### config.mk
export PLATFORM = sky130hd
export DESIGN_NAME = pci_bus_arbiter
export DESIGN_NICKNAME = d
export VERILOG_FILES = /design/src/rtl/pci_arb_pkg.sv /design/src/rtl/rr_pick.sv /design/src/rtl/pci_bus_arbiter.sv
export SDC_FILE = /design/constraint.sdc
export NUM_CORES = 1
export LEC_CHECK = 0
export CORE_UTILIZATION = 50
export CTS_CLUSTER_DIAMETER = 150
export CTS_CLUSTER_SIZE = 20
export DETAILED_ROUTE_END_ITERATION = 8
export GPL_TIMING_DRIVEN = 0
export PLACE_DENSITY = 0.8
export SYNTH_ARGS = -nofsm -noshare
export SYNTH_HDL_FRONTEND = slang
export SYNTH_SLANG_ARGS = --single-unit
### constraint.sdc
create_clock -name clk -period 2.1 [get_ports clk]
set_clock_uncertainty 0.05 [all_clocks]
set_input_delay 0.42 -clock clk [delete_from_list [all_inputs] [get_ports clk]]
set_output_delay 0.42 -clock clk [all_outputs]
set_load 0.02 [all_outputs]
### src/rtl/pci_arb_pkg.sv
// Shared state encoding and sizing helpers for the PCI bus arbiter.
package pci_arb_pkg;

    typedef enum logic [1:0] {
        IDLE    = 2'd0,
        GRANTED = 2'd1,
        ACTIVE  = 2'd2,
        TURN    = 2'd3
    } arb_state_t;

    localparam int DEF_NUM_MASTERS = 4;
    localparam int DEF_GNT_TIMEOUT = 16;

    function automatic int idx_width(input int n);
        return (n > 1) ? $clog2(n) : 1;
    endfunction

    function automatic int timer_width(input int t);
        return $clog2(t + 1);
    endfunction

    localparam int DEF_IDX_W = idx_width(DEF_NUM_MASTERS);
    localparam int DEF_TMR_W = timer_width(DEF_GNT_TIMEOUT);

endpackage

### src/rtl/rr_pick.sv
// Round-robin winner select: first asserted request above i_last, wrapping.
module rr_pick
    import pci_arb_pkg::*;
#(
    parameter int NUM_MASTERS = DEF_NUM_MASTERS,
    parameter int IDX_W       = idx_width(DEF_NUM_MASTERS)
) (
    input  logic [NUM_MASTERS-1:0] i_req,
    input  logic [IDX_W-1:0]       i_last,
    output logic                   o_valid,
    output logic [IDX_W-1:0]       o_winner
);

    int   w_idx;
    logic w_found;

    always_comb begin
        w_found  = 1'b0;
        w_idx    = 0;
        o_winner = '0;
        for (int k = 1; k <= NUM_MASTERS; k++) begin
            w_idx = (int'(i_last) + k) % NUM_MASTERS;
            if (!w_found && i_req[IDX_W'(w_idx)]) begin
                w_found  = 1'b1;
                o_winner = IDX_W'(w_idx);
            end
        end
        o_valid = w_found;
    end

endmodule

### src/rtl/pci_bus_arbiter.sv
// Central PCI arbiter: round-robin GNT# with optional parking, unused-grant
// timeout and a guaranteed dead cycle between grants to different masters.
module pci_bus_arbiter
    import pci_arb_pkg::*;
#(
    parameter int NUM_MASTERS = DEF_NUM_MASTERS,
    parameter int PARK_EN     = 1,
    parameter int PARK_MASTER = 0,
    parameter int GNT_TIMEOUT = DEF_GNT_TIMEOUT
) (
    input  logic                              clk,
    input  logic                              rst,
    input  logic [NUM_MASTERS-1:0]            req_n,
    input  logic                              frame_n,
    input  logic                              irdy_n,
    output logic [NUM_MASTERS-1:0]            gnt_n,
    output logic [idx_width(NUM_MASTERS)-1:0] owner,
    output logic                              bus_busy,
    output logic                              timeout_pulse
);

    localparam int IDX_W = idx_width(NUM_MASTERS);
    localparam int TMR_W = timer_width(GNT_TIMEOUT);
    localparam logic [IDX_W-1:0] PARK_IDX = IDX_W'(PARK_MASTER);
    localparam logic [IDX_W-1:0] LAST_RST = IDX_W'(NUM_MASTERS - 1);
    localparam logic [TMR_W-1:0] TMR_LAST = TMR_W'(GNT_TIMEOUT - 1);

    arb_state_t             r_state;
    logic [NUM_MASTERS-1:0] r_gnt_n;
    logic [IDX_W-1:0]       r_owner;
    logic [IDX_W-1:0]       r_last;
    logic [TMR_W-1:0]       r_timer;
    logic                   r_parked;
    logic                   r_busy;
    logic                   r_tout;

    arb_state_t             w_state_nxt;
    logic [NUM_MASTERS-1:0] w_gnt_n_nxt;
    logic [IDX_W-1:0]       w_owner_nxt;
    logic [IDX_W-1:0]       w_last_nxt;
    logic [TMR_W-1:0]       w_timer_nxt;
    logic                   w_parked_nxt;
    logic                   w_busy_nxt;
    logic                   w_tout_nxt;

    logic [NUM_MASTERS-1:0] w_req;
    logic [NUM_MASTERS-1:0] w_own_mask;
    logic                   w_bus_idle;
    logic                   w_others_req;
    logic                   w_own_req;
    logic                   w_own_gnt;
    logic                   w_timed_out;
    logic                   w_pick_vld;
    logic [IDX_W-1:0]       w_pick_idx;

    assign w_req        = ~req_n;
    assign w_bus_idle   = frame_n & irdy_n;
    assign w_own_mask   = NUM_MASTERS'(1) << r_owner;
    assign w_others_req = |(w_req & ~w_own_mask);
    assign w_own_req    = w_req[r_owner];
    assign w_own_gnt    = ~r_gnt_n[r_owner];
    assign w_timed_out  = (r_timer == TMR_LAST);

    rr_pick #(
        .NUM_MASTERS (NUM_MASTERS),
        .IDX_W       (IDX_W)
    ) u_rr_pick (
        .i_req    (w_req),
        .i_last   (r_last),
        .o_valid  (w_pick_vld),
        .o_winner (w_pick_idx)
    );

    always_ff @(posedge clk or posedge rst) begin
        if (rst) begin
            r_state  <= IDLE;
            r_gnt_n  <= '1;
            r_owner  <= '0;
            r_last   <= LAST_RST;
            r_timer  <= '0;
            r_parked <= 1'b0;
            r_busy   <= 1'b0;
            r_tout   <= 1'b0;
        end else begin
            r_state  <= w_state_nxt;
            r_gnt_n  <= w_gnt_n_nxt;
            r_owner  <= w_owner_nxt;
            r_last   <= w_last_nxt;
            r_timer  <= w_timer_nxt;
            r_parked <= w_parked_nxt;
            r_busy   <= w_busy_nxt;
            r_tout   <= w_tout_nxt;
        end
    end

    // TURN is the single all-released cycle; its exit edge already arbitrates,
    // so two different grants are separated by exactly one dead cycle.
    always_comb begin
        w_state_nxt = r_state;
        case (r_state)
            IDLE, TURN: begin
                if (w_bus_idle && (w_pick_vld || PARK_EN != 0))
                    w_state_nxt = GRANTED;
                else
                    w_state_nxt = IDLE;
            end
            GRANTED: begin
                if (!frame_n)
                    w_state_nxt = ACTIVE;
                else if (r_parked) begin
                    if (!w_own_req && w_others_req)
                        w_state_nxt = TURN;
                end else if (!w_own_req || w_timed_out)
                    w_state_nxt = TURN;
            end
            ACTIVE: begin
                if (w_bus_idle)
                    w_state_nxt = (w_own_req && w_own_gnt && !w_others_req) ? GRANTED : TURN;
            end
            default: w_state_nxt = IDLE;
        endcase
    end

    always_comb begin
        w_gnt_n_nxt  = r_gnt_n;
        w_owner_nxt  = r_owner;
        w_last_nxt   = r_last;
        w_timer_nxt  = r_timer;
        w_parked_nxt = r_parked;
        w_tout_nxt   = 1'b0;
        w_busy_nxt   = (w_state_nxt == ACTIVE);
        case (r_state)
            IDLE, TURN: begin
                w_gnt_n_nxt = '1;
                if (w_state_nxt == GRANTED) begin
                    w_owner_nxt  = w_pick_vld ? w_pick_idx : PARK_IDX;
                    w_gnt_n_nxt  = ~(NUM_MASTERS'(1) << w_owner_nxt);
                    w_parked_nxt = !w_pick_vld;
                    w_timer_nxt  = '0;
                end
            end
            GRANTED: begin
                if (!frame_n) begin
                    w_last_nxt   = r_owner;
                    w_parked_nxt = 1'b0;
                end else if (r_parked) begin
                    // Parked grants never time out until the owner actually asks.
                    if (w_own_req) begin
                        w_parked_nxt = 1'b0;
                        w_timer_nxt  = '0;
                    end else if (w_others_req)
                        w_gnt_n_nxt = '1;
                end else if (!w_own_req)
                    w_gnt_n_nxt = '1;
                else if (w_timed_out) begin
                    w_gnt_n_nxt = '1;
                    w_last_nxt  = r_owner;
                    w_tout_nxt  = 1'b1;
                end else
                    w_timer_nxt = r_timer + 1'b1;
            end
            ACTIVE: begin
                if (w_others_req || w_state_nxt == TURN)
                    w_gnt_n_nxt = '1;
                if (w_state_nxt == GRANTED)
                    w_timer_nxt = '0;
            end
            default: w_gnt_n_nxt = '1;
        endcase
    end

    assign gnt_n         = r_gnt_n;
    assign owner         = r_owner;
    assign bus_busy      = r_busy;
    assign timeout_pulse = r_tout;

endmodule

* Word level (Yosys, flattened, before mapping) *
Cells that the tools add are included.

cells by class
  $add $sub $neg = 5
  multipliers = 0
  divide/modulo/power cells = 0
  order comparisons = 5
  equal/unequal tests = 19
  shift-type cells = 2
  mux-type cells = 63
  bitwise gates (word level) = 6
  reductions and logical operators = 24

operator list
  operator             number
  $mux 4               8
  $mux 2               15
  $mux 5               6
  $mux 1               24
  $lt 2x4->1 const B   4
  $bmux 1 s2           6
  $ne 3x3->1 const B   4
  $not 4->4            3
  $pmux 4 s3           1
  $ne 2x2->1 const B   5
  $pmux 5 s2           1
  $eq 2x2->1 const B   4
  $reduce_and 4->1     2
  $shl 1x2->4 const A  2
  $logic_and 1x1->1    6
  $logic_not 1->1      6
  $ne 2x1->1 const B   3
  $pmux 2 s3           1
  $add 5x1->5 const B  1
  $eq 5x4->1 const B   1
  $reduce_and 5->1     1
  $add 2x1->2 const B  2
  $add 2x2->2 const B  2
  $and 4x4->4          1
  other kinds (12)     15

word-level totals
  register bits after elaboration = 18
  latch bits = 0
  memory bits (writable) = 0
  bits in read-only memories = 0
  input port bits = 8
  output and inout port bits = 8
  word-level logic and storage cells = 132
  memories kept = 0

* Longest topological paths before layout *
Gate-level depths: netlist of run 1.

  depth after elaboration = 19
  gate-level depth with buffers = 9
  depth with buffers taken out = 9

* Hierarchy *
Synthesis of run 1 repeated with hierarchy kept, for this count alone.

unflattened totals
  cell total of the unflattened synthesis = 132
  area, all modules = 1226.2 µm²

modules (own cells, without submodules)
  module           times used  cells an instance  area each (µm²)
  pci_bus_arbiter  1           118                1134.8
  rr_pick          1           14                 91.3

* Worst setup path after synthesis of run 1 *
No wires, ideal clock.

  kind = flip-flop to flip-flop
  start = register r_owner[1] (netlist: owner[1])
  end = register r_timer[2]
  arrival time = 1.922 ns
  data required time = 1.926 ns
  path slack = 0.004 ns
  cell stages (with the launch flop) = 7
  period minus slack after synthesis = 2.096 ns
  path through = dfrtp_1 buf_6 mux4_2 a211oi_2 o31ai_1 o21a_4 a211o_1

on the way
  longest elaborated chain between the ends = 12
  elaborated cells between the ends (all ways) = 26
  classes of those cells = eq/ne: 3; shift: 1; mux: 11; bitwise: 3; reduce/logical: 8

ends and longest elaborated chain
  what                                                  line                                            text
  from (decl)                                           pci_bus_arbiter.sv:30                           logic [IDX_W-1:0] r_owner;
  from (signal assigned)                                pci_bus_arbiter.sv:87                           r_owner <= w_owner_nxt;
  $shl 1x2->4                                           pci_bus_arbiter.sv:58                           assign w_own_mask = NUM_MASTERS'(1) << r_owner;
  $not 4->4                                             pci_bus_arbiter.sv:59                           assign w_others_req = |(w_req & ~w_own_mask);
  $and 4x4->4                                           pci_bus_arbiter.sv:59
  $reduce_or 4->1                                       pci_bus_arbiter.sv:59
  $logic_and 1x1->1 or $logic_not 1->1 (tied branches)  pci_bus_arbiter.sv:111, pci_bus_arbiter.sv:118
  $mux 2 or $logic_and 1x1->1 (tied branches)           pci_bus_arbiter.sv:111, pci_bus_arbiter.sv:118
  $mux 2 (on tied branches)                             pci_bus_arbiter.sv:110, pci_bus_arbiter.sv:118
  $mux 2 (on tied branches)                             pci_bus_arbiter.sv:108, pci_bus_arbiter.sv:117
  $pmux 2 s3                                            pci_bus_arbiter.sv:100                          case (r_state)
  $eq 2x1->1                                            pci_bus_arbiter.sv:135, pci_bus_arbiter.sv:165
  $ne 2x1->1 (no source line)                           --
  $reduce_and 4->1 (no source line) *                   --
  to (signal assigned)                                  pci_bus_arbiter.sv:89                           r_timer <= w_timer_nxt;
  to (decl)                                             pci_bus_arbiter.sv:32                           logic [TMR_W-1:0] r_timer;

Mark *: on every way between the ends. The rest lies on a longest branch, timed or not. The select of a mux whose other input is x is not followed.
A chain may end at the register's enable or synchronous reset.

* Worst setup path in the final report of run 1 *
Same ends and word-level chain as after synthesis.

==> results.ini, run 1 <==
[status]
status = finished, violations left
violations = setup timing

[synthesis]
yosysTopAreaCellShare = 0.226
yosys.cell_types.count = 53
syn_inst = 145
yosysSeqAreaShare = 0.344
yosys.area.top_type = dfrtp_1
synthFlopType = dfrtp_1
synth.net_count = 157
syn_area_sq_mm = 0.00133
async_flop_share = 1.00
synthTopCellsByArea = dfrtp_1 (23%), dfstp_2 (12%), nand2_1 (3.9%), ha_1 (3.8%), mux4_2 (3.4%)
ys_warn_count = 0
ys_seq_elements = 18
synth_edf_count = 0
avgSynthCellArea_sq_um = 9.18

[timing]
finalCritPeriodShare = 1.03
period_needed_ps = 2160
tightest_slew_ps = 662
finalSetupViolCount = 2
slew_headroom = 0.558
setup_slack_ps = -59.0
rsz0062_at_grt = yes
hold_viol = 0
slew_violations = 0
fmax_ghz = 0.463

[job]
cap_violations = 0

[routing]
drt_first_pass_iters = 4
totalWireLength_microns = 3150
antenna_left = 0
vias = 1228
drc = 0
wl_per_cell_microns = 15.6
drtIter0Drc = 39
vias_per_cell = 6.11

[placed_design]
place_area_sq_mm = 0.00151
gp_congestion = 0.875
hpwl_microns = 2260
port_buffers = 14

[die]
io_pins = 16
core_sq_mm = 0.00250
initial_utilization = 0.533
dieArea_sq_mm = 0.00287
dieWidth_microns = 53.6
rows = 18
die_height_microns = 53.6

[critical_path]
crit_path_end_kind = register
startpoint_type = register
crit_type = register to register
worstPathArrival_ps = 2300
cp_max_fo = 7
cp.required_ps = 2240

[power]
p_comb_frac = 0.464
pwr-share-seq = 0.374
clkPwrFrac = 0.162
power_density_mw_per_mm2 = 812
power_switching_mw = 0.492
intPower_mw = 0.851
ir_worst_vdd_v = 0.000618
finalPower_mw = 1.34
leakage_nw = 0.684
p_sw_frac = 0.366

[cells_and_area]
mostFrequentLayoutCells = nand2_1 (14), dfrtp_1 (12), clkdlybuf4s50_1 (11)
antenna-diode-count = 0
fin_nets = 184
fin_area_sq_mm = 0.00165
syn_to_final_growth_pct = 24.2
drive_gt1_frac = 0.234
final_common_cell = nand2_1

[global_routing]
grt_pass1_wl_microns = 5180
antenna_found_initial = 0
grt_start_max_net_pins = 19
gr-total-overflow = 0
grt_usage = 0.247
grt_pass1_vias = 1124

[cts]
cts_tree = done
clk_pin_slew_ps = 110
clockBufferDepth = 2
clk_latency_ps = 300
root_buffer = clkbuf_4
clock_sinks = 18
numCtsBuffers = 3
htree_levels = 1

[worst_hold_path]
hp-class = primary input to asynchronous set/reset pin

worst paths after layout:
check / cells past startpoint / end / start / slack (ps)
max: 6 / r_timer[2] / owner[1] / -60
max in group asynchronous: 2 / r_timer[1] / rst / 1120
min: 2 / owner[1] / rst / 460
max reg2reg: 6 / r_timer[2] / owner[1] / -60
min in group clk: 3 / r_parked / req_n[2] / 460
min reg2reg: 1 / r_timer[3] / r_timer[3] / 500
synthesized netlist by cell type (2+ instances only):
| master | n |
|---|---|
| nand3_1 | 5 |
| nor3b_1 | 2 |
| nand3b_1 | 5 |
| o21ai_1 | 4 |
| nor2b_1 | 3 |
| buf_2 | 2 |
| nor2_1 | 8 |
| and3_1 | 2 |
| a21o_1 | 2 |
| o31ai_1 | 5 |
| dfrtp_1 | 12 |
| mux2_1 | 2 |
| nand4_1 | 3 |
| mux2i_1 | 2 |
| nand2b_1 | 5 |
| inv_1 | 8 |
| buf_6 | 3 |
| and2_1 | 3 |
| dfstp_2 | 6 |
| a31oi_1 | 2 |
| mux4_2 | 2 |
| o22a_1 | 2 |
| a21oi_1 | 6 |
| o21ai_0 | 4 |
| nand2_1 | 14 |
| ha_1 | 4 |
| or3_1 | 2 |
| o32ai_1 | 2 |
power groups by stage:
stage          clock, mW  sequential (mW)  combinational, mW
6_report           0.218            0.502              0.624
5_1_grt            0.239            0.509              0.675
4_1_cts            0.222            0.501              0.598
3_5_place_dp           0            0.508              0.555
3_3_place_gp           0            0.500              0.539
2_1_floorplan          0            0.524              0.378
metrics by stage:
step	setup TNS, ps	worst slack [ps]	util	std cells	hold slack (ps)
finish	-80.6	-59.0	0.662	201	456
global placement	-4430	-508	0.604	189	464
floorplan	0	4.39	-	145	304
global route	-288	-103	0.662	201	479
CTS	-2.19	-2.19	0.650	200	455
detailed placement	-4910	-558	0.604	189	482
final cells by class:
| class | instances | area, sq um |
|---|---|---|
| timing repair buffer | 22 | 196 |
| fill | 213 | 846 |
| multi-input combinational | 111 | 826 |
| inverter | 9 | 33.8 |
| clock buffer | 4 | 36.3 |
| buffer | 7 | 66.3 |
| sequential | 18 | 458 |
| tap | 30 | 37.5 |
routing by layer:
layer,wire length [microns],track usage,vias to the layer above
met5,0,0,-
met4,22,0.0439,0
met3,114,0.0339,3
met2,1570,0.415,36
met1,1440,0.343,598
li1,-,-,591
state kept, by name, indices dropped and copies added (netlist names):
register	flops
r_parked	1
owner	2
r_state	2
r_timer	5
r_last	2
timeout_pulse	1
bus_busy	1
gnt_n	4
what timing repair did:
action / 4_1_cts / 5_1_grt
gates resized for setup: 9 / 7
pin swaps: 5 / 2
hold buffers: 0 / 0
setup endpoints to repair: 10 / 10
buffers inserted: 7 / 1
cell families after synthesis:
family          synth area share
compound gates             0.225
fa+ha+maj                 0.0376
flops                      0.344
buf+inv                   0.0667
mux                       0.0742
simple gates               0.253
critical path, stage by stage (launching register included):
cell and delay [ps]:
dfrtp_1 380, buf_6 140, mux4_2 540, a211oi_4 300, o31ai_2 130, o21a_4 250, a211o_1 250
No activity file was read; power rests on OpenSTA's default activity.
==> run 2: changes to the inputs <==
- SKIP_CTS_REPAIR_TIMING: not set -> 1
==> results.ini, run 2 (synthesis gave the netlist of run 1 again) <==
[timing]
slew_violations = 0  ; unchanged
rsz0062_at_grt = yes
finalSetupViolCount = 2  ; unchanged
period_needed_ps = 2140  ; -22.3 ps
fmax_ghz = 0.468  ; +1.0%
setup_slack_ps = -36.7  ; +22.3 ps
slew_headroom = 0.561  ; +0.00286
hold_ws_ps = 453  ; -2.83 ps
tightest_slew_ps = 658  ; -4.29 ps
hold_viol = 0  ; unchanged
finalCritPeriodShare = 1.02  ; -0.0106

[status]
violations = setup timing
status = finished, violations left

[cts]
clock_sinks = 18  ; unchanged
cts_tree = done
htree_levels = 1  ; unchanged
clk_pin_slew_ps = 110  ; about the same
root_buffer = clkbuf_4
clk_latency_ps = 300  ; about the same
numCtsBuffers = 3  ; unchanged
clockBufferDepth = 2  ; unchanged

[global_routing]
grt_pass1_vias = 1078  ; -4.1%
grt_usage = 0.231  ; -0.0158
gr-total-overflow = 0  ; unchanged
antenna_found_initial = 0  ; unchanged
grt_pass1_wl_microns = 4870  ; -5.9%
grt_start_max_net_pins = 19  ; unchanged

[die]
initial_utilization = 0.533  ; unchanged
dieArea_sq_mm = 0.00287  ; unchanged
dieWidth_microns = 53.6  ; unchanged
rows = 18  ; unchanged
core_sq_mm = 0.00250  ; unchanged
io_pins = 16  ; unchanged
die_height_microns = 53.6  ; unchanged

[routing]
drtIter0Drc = 34  ; -13%
totalWireLength_microns = 3150  ; about the same
met3_length_microns = 92  ; -19%
vias_per_cell = 5.90  ; -3.4%
drc = 0  ; unchanged
vias = 1198  ; -2.4%
drt_first_pass_iters = 4  ; unchanged
antenna_left = 0  ; unchanged
top_layer_used = met4
wl_per_cell_microns = 15.5  ; -0.92%
wl_met2_microns = 1550  ; -0.83%
drt-met1-wl_microns = 1480  ; +2.5%

[placed_design]
hpwl_microns = 2260  ; unchanged
gp_congestion = 0.875  ; unchanged
place_area_sq_mm = 0.00151  ; unchanged
dp_slack_ps = -558  ; unchanged
port_buffers = 14  ; unchanged

[critical_path]
startpoint_type = register
r2r_end = r_timer[2]
rr_worst_depth = 6  ; unchanged
cp.required_ps = 2250  ; about the same
cp-endpoint = r_timer[2]
worstPathArrival_ps = 2280  ; -20 ps
r2r-start = owner[1]
cp_max_fo = 8  ; +1
crit_path_end_kind = register
critPathLaunch = owner[1]
crit_type = register to register
r2r_setup_slack_ps = -40  ; +20 ps

[cells_and_area]
top_register = r_timer
largest_reg_flops = 5  ; unchanged
mostFrequentLayoutCells = nand2_1 (14), dfrtp_1 (12), clkdlybuf4s50_1 (11), buf_4 (10)
drive_gt1_frac = 0.243  ; +0.00886
fin_area_sq_mm = 0.00168  ; +1.4%
multi_input_area_sq_um = 823  ; -0.30%
final_util = 0.671  ; +0.00951
final_common_cell = nand2_1
syn_to_final_growth_pct = 26.0
nFillCells = 204  ; -4.2%
antenna-diode-count = 0  ; unchanged
fin_nets = 186  ; +1.1%
register_area_sq_um = 458  ; unchanged

[power]
p_sw_frac = 0.364  ; -0.00199
intPower_mw = 0.861  ; +1.1%
power_density_mw_per_mm2 = 807  ; -0.61%
pwr-share-seq = 0.371  ; -0.003
power_switching_mw = 0.494  ; +0.27%
p_comb_frac = 0.467  ; +0.003
finalPower_mw = 1.35  ; +0.82%
leakage_nw = 0.711  ; +4.0%
ir_worst_vdd_v = 0.000560  ; -9.5%
clkPwrFrac = 0.162  ; about the same

[job]
cap_violations = 0  ; unchanged

[worst_hold_path]
hp-class = primary input to register

-- run 2: cell types whose count changed in the layout (fill, tap and decap cells not counted) --
cell / before / now
dlygate4sd2_1: 3 / 0
buf_4: 8 / 10
o31ai_1: 4 / 3
nand2b_1: 4 / 5
o31ai_2: 1 / 2
dlymetal6s2s_1: 0 / 3
nand2b_4: 2 / 1
-- run 2: worst min path at each step --
stage                     from  cells after the start         end  slack (ps)
detailed placement  r_timer[3]                      1  r_timer[3]         480
finish                req_n[2]                      3    r_parked         450
CTS                   req_n[2]                      3    r_parked         450
floorplan                  rst                      1    bus_busy         300
global route          req_n[2]                      3    r_parked         480
global placement    r_timer[3]                      1  r_timer[3]         460
-- run 2: power by group through the flow --
stage	registers [mW]	logic, mW	clock network [mW]
3_5_place_dp	0.508	0.555	0
4_1_cts	0.501	0.558	0.222
3_3_place_gp	0.500	0.539	0
2_1_floorplan	0.524	0.378	0
6_report	0.503	0.632	0.219
5_1_grt	0.510	0.685	0.239
-- run 2: worst max-delay path, stage by stage (launching register included) --
cell and delay (ps):
dfrtp_1 380, buf_6 140, mux4_2 540, a211oi_4 280
o31ai_2 140, o21a_4 240, a211o_1 250
-- run 2: layout make-up --
| class | count | area share |
|---|---|---|
| clock buffer | 4 | 0.0216 |
| tap | 30 | 0.0224 |
| buffer | 7 | 0.0395 |
| inverter | 9 | 0.0201 |
| sequential | 18 | 0.273 |
| multi-input combinational | 111 | 0.491 |
| timing repair buffer | 24 | 0.133 |
-- run 2: per-layer routing --
| metal | track usage | vias to the layer above |
|---|---|---|
| li1 | - | 598 |
| met3 | 0.0339 | 3 |
| met5 | 0 | - |
| met4 | 0.0439 | 0 |
| met2 | 0.383 | 25 |
| met1 | 0.322 | 572 |
-- run 2: stage by stage --
| stage | TNS (ps) | instances |
|---|---|---|
| floorplan | 0 | 145 |
| global placement | -4430 | 189 |
| detailed placement | -4910 | 189 |
| CTS | -919 | 193 |
| global route | -227 | 203 |
| finish | -60.0 | 203 |
==> run 3: changes to the inputs <==
- CAP_MARGIN: not set -> 20
==> results of run 3 <==
Same layout as run 2: the final DEF is identical, and so are final timing and power.
